==> src/rtl/mem_arbiter.sv <==
// Arbitrates one unified memory port between instruction fetch (F, read-only)
// and the data stage (D, read/write); one transaction in flight at a time.
module mem_arbiter #(
    parameter int ADDR_W       = 32,
    parameter int DATA_W       = 32,
    parameter int STARVE_LIMIT = 2
) (
    input  logic              clk,
    input  logic              rst_n,
    input  logic              f_req,
    input  logic [ADDR_W-1:0] f_addr,
    output logic              f_done,
    output logic [DATA_W-1:0] f_rdata,
    input  logic              d_req,
    input  logic              d_we,
    input  logic [1:0]        d_size,
    input  logic              d_unsigned,
    input  logic [ADDR_W-1:0] d_addr,
    input  logic [DATA_W-1:0] d_wdata,
    output logic              d_done,
    output logic [DATA_W-1:0] d_rdata,
    output logic              m_req,
    output logic              m_we,
    output logic [1:0]        m_size,
    output logic              m_unsigned,
    output logic [ADDR_W-1:0] m_addr,
    output logic [DATA_W-1:0] m_wdata,
    input  logic              m_gnt,
    input  logic              m_rvalid,
    input  logic [DATA_W-1:0] m_rdata,
    output logic              busy,
    output logic              owner,
    output logic [1:0]        dbg_state
);

    typedef enum logic [1:0] {
        IDLE  = 2'd0,
        ISSUE = 2'd1,
        WAIT  = 2'd2,
        RESP  = 2'd3
    } state_e;

    localparam int SW = (STARVE_LIMIT < 2) ? 1 : $clog2(STARVE_LIMIT + 1);
    localparam logic [SW-1:0] LIMIT = SW'(STARVE_LIMIT);

    state_e              state_q;
    logic [SW-1:0]       streak_q, streak_d;
    logic                owner_q;
    logic                m_req_q, m_we_q, m_unsigned_q;
    logic [1:0]          m_size_q;
    logic [ADDR_W-1:0]   m_addr_q;
    logic [DATA_W-1:0]   m_wdata_q;
    logic                f_done_q, d_done_q;
    logic [DATA_W-1:0]   f_rdata_q, d_rdata_q;
    logic                d_wins_d;
    logic                capture_d;

    // Memory handshake: m_req/m_* form a request that is held until the cycle
    // m_gnt is high (accepted); m_rvalid then marks m_rdata valid for one cycle
    // and may coincide with m_gnt. m_rvalid outside ISSUE/WAIT is dropped.
    always_comb begin
        d_wins_d  = d_req && (!f_req || (streak_q < LIMIT));
        streak_d  = '0;
        if (d_wins_d && f_req) begin
            streak_d = (streak_q == LIMIT) ? streak_q : streak_q + SW'(1);
        end
        capture_d = ((state_q == ISSUE) && m_gnt && m_rvalid) ||
                    ((state_q == WAIT) && m_rvalid);
    end

    always_ff @(posedge clk) begin
        if (!rst_n) begin
            state_q      <= IDLE;
            streak_q     <= '0;
            owner_q      <= 1'b0;
            m_req_q      <= 1'b0;
            m_we_q       <= 1'b0;
            m_size_q     <= 2'b00;
            m_unsigned_q <= 1'b0;
            m_addr_q     <= '0;
            m_wdata_q    <= '0;
            f_done_q     <= 1'b0;
            d_done_q     <= 1'b0;
            f_rdata_q    <= '0;
            d_rdata_q    <= '0;
        end else begin
            case (state_q)
                IDLE: begin
                    if (f_req || d_req) begin
                        owner_q  <= d_wins_d;
                        m_req_q  <= 1'b1;
                        streak_q <= streak_d;
                        state_q  <= ISSUE;
                        if (d_wins_d) begin
                            m_we_q       <= d_we;
                            m_size_q     <= d_size;
                            m_unsigned_q <= d_unsigned;
                            m_addr_q     <= d_addr;
                            m_wdata_q    <= d_wdata;
                        end else begin
                            m_we_q       <= 1'b0;
                            m_size_q     <= 2'b10;
                            m_unsigned_q <= 1'b0;
                            m_addr_q     <= f_addr;
                            m_wdata_q    <= '0;
                        end
                    end
                end
                ISSUE: begin
                    if (m_gnt) begin
                        m_req_q <= 1'b0;
                        state_q <= m_rvalid ? RESP : WAIT;
                    end
                end
                WAIT: begin
                    if (m_rvalid) begin
                        state_q <= RESP;
                    end
                end
                RESP: begin
                    f_done_q <= 1'b0;
                    d_done_q <= 1'b0;
                    state_q  <= IDLE;
                end
                default: state_q <= IDLE;
            endcase

            // Response capture is shared by the ISSUE (gnt+rvalid) and WAIT paths.
            if (capture_d) begin
                if (owner_q) begin
                    d_done_q <= 1'b1;
                    if (!m_we_q) begin
                        d_rdata_q <= m_rdata;
                    end
                end else begin
                    f_done_q  <= 1'b1;
                    f_rdata_q <= m_rdata;
                end
            end
        end
    end

    assign f_done     = f_done_q;
    assign d_done     = d_done_q;
    assign f_rdata    = f_rdata_q;
    assign d_rdata    = d_rdata_q;
    assign m_req      = m_req_q;
    assign m_we       = m_we_q;
    assign m_size     = m_size_q;
    assign m_unsigned = m_unsigned_q;
    assign m_addr     = m_addr_q;
    assign m_wdata    = m_wdata_q;
    assign busy       = (state_q != IDLE);
    assign owner      = owner_q;
    assign dbg_state  = state_q;

endmodule
==> config.mk <==
export PLATFORM = sky130hd
export DESIGN_NAME = mem_arbiter
export DESIGN_NICKNAME = d
export VERILOG_FILES = /design/src/rtl/mem_arbiter.sv
export SDC_FILE = /design/constraint.sdc
export NUM_CORES = 1
export LEC_CHECK = 0
export BUFFER_PORTS_ARGS = -buffer_cell sky130_fd_sc_hd__buf_2
export CAP_MARGIN = 0
export CORE_ASPECT_RATIO = 0.9
export CORE_MARGIN = 1
export CORE_UTILIZATION = 41
export DETAILED_ROUTE_END_ITERATION = 16
export PLACE_DENSITY = 0.83
export SLEW_MARGIN = 5
export SYNTH_ARGS = -nofsm -noshare
export SYNTH_HDL_FRONTEND = slang
export SYNTH_SLANG_ARGS = --single-unit
==> constraint.sdc <==
create_clock -name clk -period 5.4 [get_ports clk]
set_clock_uncertainty 0.1 [all_clocks]
set_input_delay 0.54 -clock clk [delete_from_list [all_inputs] [get_ports clk]]
set_output_delay 0.54 -clock clk [all_outputs]
set_load 0.02 [all_outputs]
; Yosys cells after proc, flatten, opt, wreduce, memory -nomap -nowiden
; Cells that the tools add are included.
[op_classes]
add_sub_neg = 1
order_cmp = 1
n_eq_ne = 8
mux = 21
bitwise_logic = 2
n_reduce_logical = 18
[op_table]
columns = cell, n
row1 = 32-bit two-way mux, 2
row2 = 2-bit two-way mux, 6
row3 = 3-bit AND reduction, 4
row4 = 1-bit two-way mux, 11
row5 = "2-bit inequality test, second input constant", 4
row6 = 2-bit one-hot mux with 4 select lines, 1
row7 = "2-bit equality test, second input constant", 3
row8 = 1-bit logical AND, 5
row9 = 2-bit AND reduction, 2
row10 = 2-bit nonzero test, 2
row11 = 1-bit logical OR, 3
row12 = "2-bit by 1-bit adder with 2-bit output, second input constant", 1
row13 = "2-bit by 1-bit equality test with 1-bit output, second input constant", 1
row14 = 2-bit zero test, 1
row15 = "2-bit less-than comparator, second input constant", 1
row16 = 1-bit inverter, 2
row17 = 1-bit one-hot mux with 2 select lines, 1
row18 = 1-bit zero test, 1
[totals]
reg_bits = 140
output_inout_bits = 139
word_cells = 64

; Longest topological paths before layout
; Gate-level depths: netlist of the first run.
[logic_depth]
word_depth = 6
depth_mapped = 8
depth_no_buf = 5

; Least setup slack after synthesis of the first run
; OpenSTA, ideal clock, no wires.
[synth_path]
path_type = register to register
from = register state_q[1], in the netlist dbg_state[1]
to = register f_done_q, in the netlist f_done
arrival_ns = 1.653
path_slack_ns = 3.532
stages_incl_launch_ff = 8
synth_period_minus_slack_ns = 1.868
path_cell_list = dfxtp_1 > inv_1 > ha_1 > a21oi_1 > nor3b_1 > buf_2 > buf_4 > o21a_1
[synth_between]
elab_chain_len = 5
[synth_lines]
columns = element, line
row1 = from (decl), 46  ; state_e state_q;
row2 = from (signal assigned), 112  ; state_q <= m_rvalid ? RESP : WAIT;
row3 = 2-bit by 1-bit equality test with 1-bit output, 67  ; capture_d = ((state_q == ISSUE) && m_gnt && m_rvalid) ||
row4 = 1-bit logical AND (2 in series), 67
row5 = 1-bit logical OR, 67
row6 = 1-bit two-way mux *, 129  ; if (capture_d) begin
row7 = to (signal assigned), 82  ; f_done_q <= 1'b0;
row8 = to (signal assigned), 121  ; f_done_q <= 1'b0;
row9 = to (signal assigned), 136  ; f_done_q <= 1'b1;
row10 = to (decl), 53  ; logic f_done_q, d_done_q;
; Mark *: on every way between the ends. The rest lies on a longest branch, timed or not.
; A chain may end at the register's enable or synchronous reset.

; Worst setup path after layout of the first run
[layout_path]
from = register streak_q[1]
to = register m_wdata_q[2], in the netlist m_wdata[2]
[layout_between]
elab_chain_len = 4
[layout_lines]
columns = element, line
row1 = from (decl), 47  ; logic [SW-1:0] streak_q, streak_d;
row2 = from (signal assigned), 92  ; streak_q <= streak_d;
row3 = 2-bit less-than comparator, 62  ; d_wins_d = d_req && (!f_req || (streak_q < LIMIT));
row4 = 1-bit logical OR, 62
row5 = 1-bit logical AND, 62
row6 = 32-bit two-way mux, 94  ; if (d_wins_d) begin
row7 = to (signal assigned), 99  ; m_wdata_q <= d_wdata;
row8 = to (decl), 52  ; logic [DATA_W-1:0] m_wdata_q;
; No other way between the ends.

==> metrics.md, run 1 <==
| Metric | Value |
|---|---|
| Worst Max-Slew Pin Slew | 1.304 ns |
| Post-Syn Area per Cell | 9.529 um2 |
| Distinct cells, synth | 35 |
| Post-Syn Nets | 703 |
| Max Freq | 0.3729 GHz |
| Pre-antenna DRT Iters | 5 |
| Largest area contributor in the netlist | dfxtp_1 |
| Number of global-route vias before repair | 4414 |
| Final wirelength | 14180 um |
| CP Class | flop to flop |
| Pwr Density | 501.5 mW/mm2 |
| Top post-synthesis cells by area | dfxtp_1, mux2i_1, nand2_1 |
| Register-to-Register Path Depth | 3 |
| # clock sinks | 140 |
| Cts hold-fix bufs | 0 |
| Vias per inst | 4.959 |
| Net Sw Frac | 34.70% |
| Initial DRC count | 373 |
| I/O Buffers | 276 |
| Root Driver | clkbuf_16 |
| Maximum VDD drop | 0.0003406 V |
| CP Capture Type | flop |
| Clock slew at reported path FFs | 0.06 ns |
| # IOs | 277 |
| RSZ-0062 raised after global routing | no |
| P&R area growth vs syn | 37.77% |
| Number of synthesized flops with an enable pin | 0 |
| Crit path launch type | flop |
| Most used DFF post-synth | dfxtp_1 |
| Sequential fraction of design power | 36.4% |
| Die ar. | 0.01348 mm2 |
| Grt ovf | 0 |
| Hold Startpoint | d_size[0] |
| Cell Int Power | 2408 uW |
| Status | finished, final reports clean |
| Cells after synthesis | 560 |
| WL/cell | 14.30 um |
| Gate power share | 29.9% |
| Setup Buffers After CTS | 0 |
| Final setup violation count | 0 |
| #FFs+latches synth | 140 |
| Arrival time at the worst endpoint | 2.93 ns |
| Switching pwr | 1279 uW |
| Width of the die | 122.3 um |
| Fin cells | 992 |
| Site Rows | 39 |
| Setup TNS | 0 ns |
| Final ANT Viol Nets | 0 |
| FF-to-FF Start | streak_q[1] |
| Ys Warns | 0 |
| CTS-repair resized insts | 0 |
| Final Net Count | 957 |
| Slew Viols, Final | 0 |
| First-pass GRT wire length | 21250 um |
| Clock power share | 33.7% |
| Seq/Total Area, Yosys | 52.52% |
| Clk buf depth | 2 |
| Flop-to-flop setup slack | 2.72 ns |
| Period utilization | 49.66% |
| CP Max Fanout | 35 |
| Max-Cap Viols | 0 |
| Placed insts | 959 |
| Hold Crit Class | input pin to flop |
| Initial Utilization | 42.06% |
| Hold slack | 0.2362 ns |
| Worst r2r dst | m_wdata[2] |
| Share of cells above drive strength 1 | 38.33% |
| Antenna violations before repair | 2 |
| All-Layer GR Usage | 20.17% |
| CTS H-Tree Depth | 4 |
| Worst hold path depth | 2 |
| Tmin final | 2.681 ns |
| Share of the synthesized area in the top cell type | 52.52% |
| Via Count | 4919 |
| GP Congestion | 0.7318 |
| Req. time, crit path | 5.65 ns |
| Post-Syn Area | 0.005336 mm2 |
| Clock Latency Late Sink | 0.41 ns |
| Pleak | 0.003500 uW |
| Largest net degree at the start of global routing | 97 |
| Fin. Hold Viols | 0 |
| Core ar. | 0.01269 mm2 |
| Rel. slew slack | 13.04% |
| DRC viols | 0 |
| Number of CTS-inserted buffers | 17 |
| Die height | 110.2 um |
| Final HPWL DP | 9707 um |
| CTS tree | built |
| Register area | 0.002803 mm2 |
| Ys async rst share | 0% |
| Endpoint, Worst Hold | m_size[0] |
| Area of the multi-input gates | 0.002268 mm2 |
| Fillcell total | 1143 |
[worst max-delay path by stage]
stage | start | slack, ns | endpoint | cells past startpoint
floorplan | dbg_state[1] | 3.53 | f_done | 7
detailed placement | d_req | 2.40 | m_wdata[22] | 4
global route | streak_q[1] | 2.56 | m_wdata[9] | 3
finish | streak_q[1] | 2.72 | m_wdata[2] | 3
global placement | d_req | 2.49 | m_wdata[0] | 4
CTS | streak_q[1] | 2.76 | m_wdata[22] | 3
[area by class of cell]
| type | count | area share, % |
|---|---|---|
| antenna | 1 | 0.03404 |
| clock buffer | 18 | 5.837 |
| clock inverter | 14 | 2.825 |
| inverter | 6 | 0.3063 |
| multi-input combinational | 369 | 30.85 |
| sequential | 140 | 38.12 |
| tap | 164 | 2.791 |
| timing repair buffer | 280 | 19.23 |
[critical path, cell delays in order, from the launching register on]
cell and delay [ns]:
dfxtp_1 0.37, a21boi_4 0.72, and3_1 1.14, a22o_1 0.26
[sequential cells by signal, indices dropped and copies added (netlist names)]
name        cells
m_req           1
f_rdata        32
m_size          2
d_rdata        32
m_addr         32
f_done          1
m_wdata        32
d_done          1
owner           1
m_we            1
streak_q        2
dbg_state       2
m_unsigned      1
[cell usage in the layout (no fill, tap or decap), drive strengths merged]
master	synthesis	layout
nor4b	1	1
nand3	2	2
nand4b	1	1
diode	0	1
nand2	135	135
inv	6	12
and3	1	1
and2	2	2
clkinv	0	2
bufinv	0	4
a22o	35	35
o2111a	1	1
nor3b	2	2
nor2	1	1
a32oi	1	1
buf	23	280
nand2b	1	1
clkinvlp	0	2
nor2b	3	3
o21ai	35	35
a2111o	1	1
nand3b	1	1
mux2i	65	65
ha	5	5
a21boi	2	2
dfxtp	140	140
nor3	1	1
a21bo	1	1
o21a	2	2
clkbuf	22	18
o22ai	1	1
a221oi	1	1
o221a	1	1
a21oi	67	67
[through the flow]
stage / utilization (%) / area (um2) / worst slack [ns] / power (uW)
floorplan: - / 5336 / 3.532 / 2113
global placement: 52.91 / 6713 / 2.488 / 2446
detailed placement: 52.91 / 6713 / 2.404 / 2466
CTS: 57.93 / 7350 / 2.759 / 3723
global route: 57.95 / 7352 / 2.556 / 3900
finish: 57.95 / 7352 / 2.719 / 3687
[power by group through the flow]
stage	clock network, uW	registers (uW)	logic (uW)
6_report	1240	1340	1100
5_1_grt	1320	1370	1210
4_1_cts	1270	1340	1110
3_5_place_dp	0	1360	1110
3_3_place_gp	0	1360	1090
2_1_floorplan	0	1590	518
[kinds of logic (layout without fill, tap and decap cells)]
logic type / after synthesis / after routing / synth area share [%]
adder cells (fa/ha/maj): 5 / 5 / 1.172
other: 0 / 1 / 0
buffers and inverters: 51 / 318 / 5.182
flip-flops: 140 / 140 / 52.52
multiplexers: 65 / 65 / 12.19
AND/OR/NAND/NOR: 151 / 151 / 11.51
AO/OA/AOI/OAI: 148 / 148 / 17.42
[Yosys cell counts, types with 3 or more instances]
cell,count
dfxtp_1,140
nand2_1,135
a21oi_1,67
mux2i_1,65
a22o_1,35
o21ai_0,34
clkbuf_1,22
buf_2,8
buf_4,8
buf_6,6
inv_1,6
ha_1,5
nor2b_1,3
[routing by layer]
layer  GRT usage (%)  wire, um  part of all wire (%)
met3           6.944      1093                   7.7
met1           24.28      6029                    43
met4           7.666       172                   1.2
met2           33.15      6886                    49
met5               0         0                     0
Note: power is estimated with default switching activity, not from simulation.
==> run 2, diff against run 1 <==
==> constraint.sdc (replaced) <==
create_clock -name clk -period 2.7 [get_ports clk]
set_clock_uncertainty 0.1 [all_clocks]
set_input_delay 0.27 -clock clk [delete_from_list [all_inputs] [get_ports clk]]
set_output_delay 0.27 -clock clk [all_outputs]
set_load 0.02 [all_outputs]
==> run 2 against run 1 <==
  * Non-clock buffer count increased by 70
  * Global-route usage increased by 2.6 points
  * Core utilization increased by 5.1 points
  * Count of clock-buffer cells in the layout decreased by 1
  * Power increased by 96%
  * Combinational power increased by 120%
  * Sequential power increased by 100%
  * Sequential share of layout area decreased by 3.1 points
  * Clock power increased by 76%
  * Wire length increased by 11%
  * Setup slack got worse by 2.0 ns
  * Highest routed layer unchanged
==> metrics.md, run 2 (synthesized netlist as in run 1, its figures left out) <==
| Metric | Value |
|---|---|
| DRC viols | 0 |
| Setup TNS | 0 ns |
| Period utilization | 73.27% |
| Hold Crit Class | input pin to flop |
| CP top delay family | compound AO/OA/AOI/OAI gates |
| Endpoint, Worst Hold | m_addr[18] |
| Crit path launch type | flop |
| CTS-repair resized insts | 0 |
| Net Sw Frac | 36.94% |
| Number of CTS-inserted buffers | 17 |
| Worst r2r dst | m_addr[31] |
| # clock sinks | 140 |
| Initial DRC count | 423 |
| CP bufs+invs | 2 |
| GP Congestion | 0.7409 |
| Cts hold-fix bufs | 65 |
| Share of cells above drive strength 1 | 36.01% |
| Placed insts | 964 |
| I/O Buffers | 276 |
| Cell Int Power | 4562 uW |
| Rel. slew slack | 57.01% |
| Commonest non-fill, non-tap cells in the layout | buf_2, dfxtp_1, nand2_1 |
| RSZ-0062 raised after global routing | no |
| Width of the die | 122.3 um |
| Commonest non-fill, non-tap cell in the layout | buf_2 |
| CP Capture Type | flop |
| Final ANT Viol Nets | 0 |
| CTS H-Tree Depth | 4 |
| Crit path largest cell delay | 0.48 ns |
| First-pass GRT wire length | 23860 um |
| Detail Route met2 WL | 7720 um |
| Req. time, crit path | 2.93 ns |
| All-Layer GR Usage | 22.78% |
| Status | finished, final reports clean |
| Pre-antenna DRT Iters | 7 |
| Worst hold path depth | 3 |
| Die height | 110.2 um |
| Die ar. | 0.01348 mm2 |
| CP Max Fanout | 21 |
| Met3 WL | 1194 um |
| Final Net Count | 1027 |
| Sequential fraction of design power | 37.2% |
| WL met1 | 6436 um |
| Clk buf depth | 2 |
| CP max-delay cell | o21a_1 |
| Clock slew at reported path FFs | 0.06 ns |
| Root Driver | clkbuf_16 |
| Number of global-route vias before repair | 4961 |
| N_diodes | 0 |
| Initial Utilization | 42.06% |
| Setup Buffers After CTS | 0 |
| Clock Latency Late Sink | 0.41 ns |
| Pleak | 0.003767 uW |
| Worst Max-Slew Pin Slew | 0.6448 ns |
| Register-to-Register Path Depth | 6 |
| WL/cell | 14.82 um |
| Highest routing layer actually used | met4 |
| Antenna violations before repair | 0 |
| Site Rows | 39 |
| Clock power share | 30.1% |
| Final wirelength | 15720 um |
| Slew Viols, Final | 0 |
| Max Freq | 0.5055 GHz |
| Final HPWL DP | 9955 um |
| Max-Cap Viols | 0 |
| FF-to-FF Start | dbg_state[0] |
| Hold slack | 0.01657 ns |
| Fin cells | 1061 |
| Switching pwr | 2672 uW |
| # IOs | 277 |
| Pwr Density | 905.0 mW/mm2 |
| Via Count | 5287 |
| Power Total | 7235 uW |
| Flop-to-flop setup slack | 0.72 ns |
| Grt ovf | 0 |
| Gate power share | 32.7% |
| Maximum VDD drop | 0.0005975 V |
| Fin. Hold Viols | 0 |
| Final setup violation count | 0 |
| CP Class | flop to flop |
| Final Util | 63.01% |
| P&R area growth vs syn | 49.80% |
| Core ar. | 0.01269 mm2 |
| CTS tree | built |
| Tmin final | 1.978 ns |
| Largest net degree at the start of global routing | 109 |
| Hold Startpoint | f_addr[18] |
| Arrival time at the worst endpoint | 2.21 ns |
| Vias per inst | 4.983 |
| Worst path cell trace | inv_1, ha_1, o21a_1, buf_12, o21ai_0, a21oi_1 |
## run 2: cell count changes in the layout (fill, tap and decap cells not counted), sizes merged
| cell | before | now |
|---|---|---|
| clkinvlp | 2 | 4 |
| diode | 1 | 0 |
| buf | 280 | 285 |
| inv | 12 | 13 |
| clkbuf | 18 | 17 |
| bufinv | 4 | 0 |
| clkinv | 2 | 4 |
| dlygate4sd3 | 0 | 65 |
## run 2: worst register-to-register path, stage by stage, from the launching register on
cell and delay, ns:
dfxtp_1 0.34, inv_1 0.14, ha_1 0.37, o21a_1 0.48, buf_12 0.22, o21ai_0 0.09, a21oi_1 0.16
## run 2: routing by layer
| metal | global-route usage, % | vias up |
|---|---|---|
| li1 | - | 2586 |
| met5 | 0 | - |
| met1 | 26.41 | 2432 |
| met4 | 9.756 | 0 |
| met2 | 38.48 | 238 |
| met3 | 7.510 | 31 |
## run 2: worst max path at each step
stage	end	depth (start not counted)	slack, ns	from
after floorplan	f_done	7	0.83	dbg_state[1]
final	m_addr[31]	6	0.72	dbg_state[0]
after detailed placement	m_addr[31]	6	0.75	dbg_state[0]
after CTS	m_addr[31]	6	0.73	dbg_state[0]
after global placement	m_addr[0]	6	0.84	dbg_state[0]
after global routing	f_rdata[3]	6	0.56	dbg_state[1]
## run 2: power by group through the flow
stage | clock network [uW] | logic, uW | registers [uW]
after floorplan | 0 | 1040 | 3190
after global placement | 0 | 2240 | 2720
after detailed placement | 0 | 2280 | 2720
after CTS | 2230 | 2360 | 2690
after global routing | 2320 | 2570 | 2740
final | 2180 | 2370 | 2690
## run 2: area by class of cell
cell class / instances / area [um2]
inverters: 6 / 22.52
flip-flops and latches: 140 / 2803
fillers: 1022 / 4693
well taps: 164 / 205.2
clock inverters: 15 / 130.1
repair buffers: 350 / 2140
multi-input cells: 369 / 2268
clock buffers: 17 / 425.4
## run 2: through the flow
stage	worst slack [ns]	instance area [um2]
3_3_place_gp	0.8381	6788
2_1_floorplan	0.8320	5336
4_1_cts	0.7255	7994
5_1_grt	0.5586	7994
6_report	0.7218	7994
3_5_place_dp	0.7479	6788
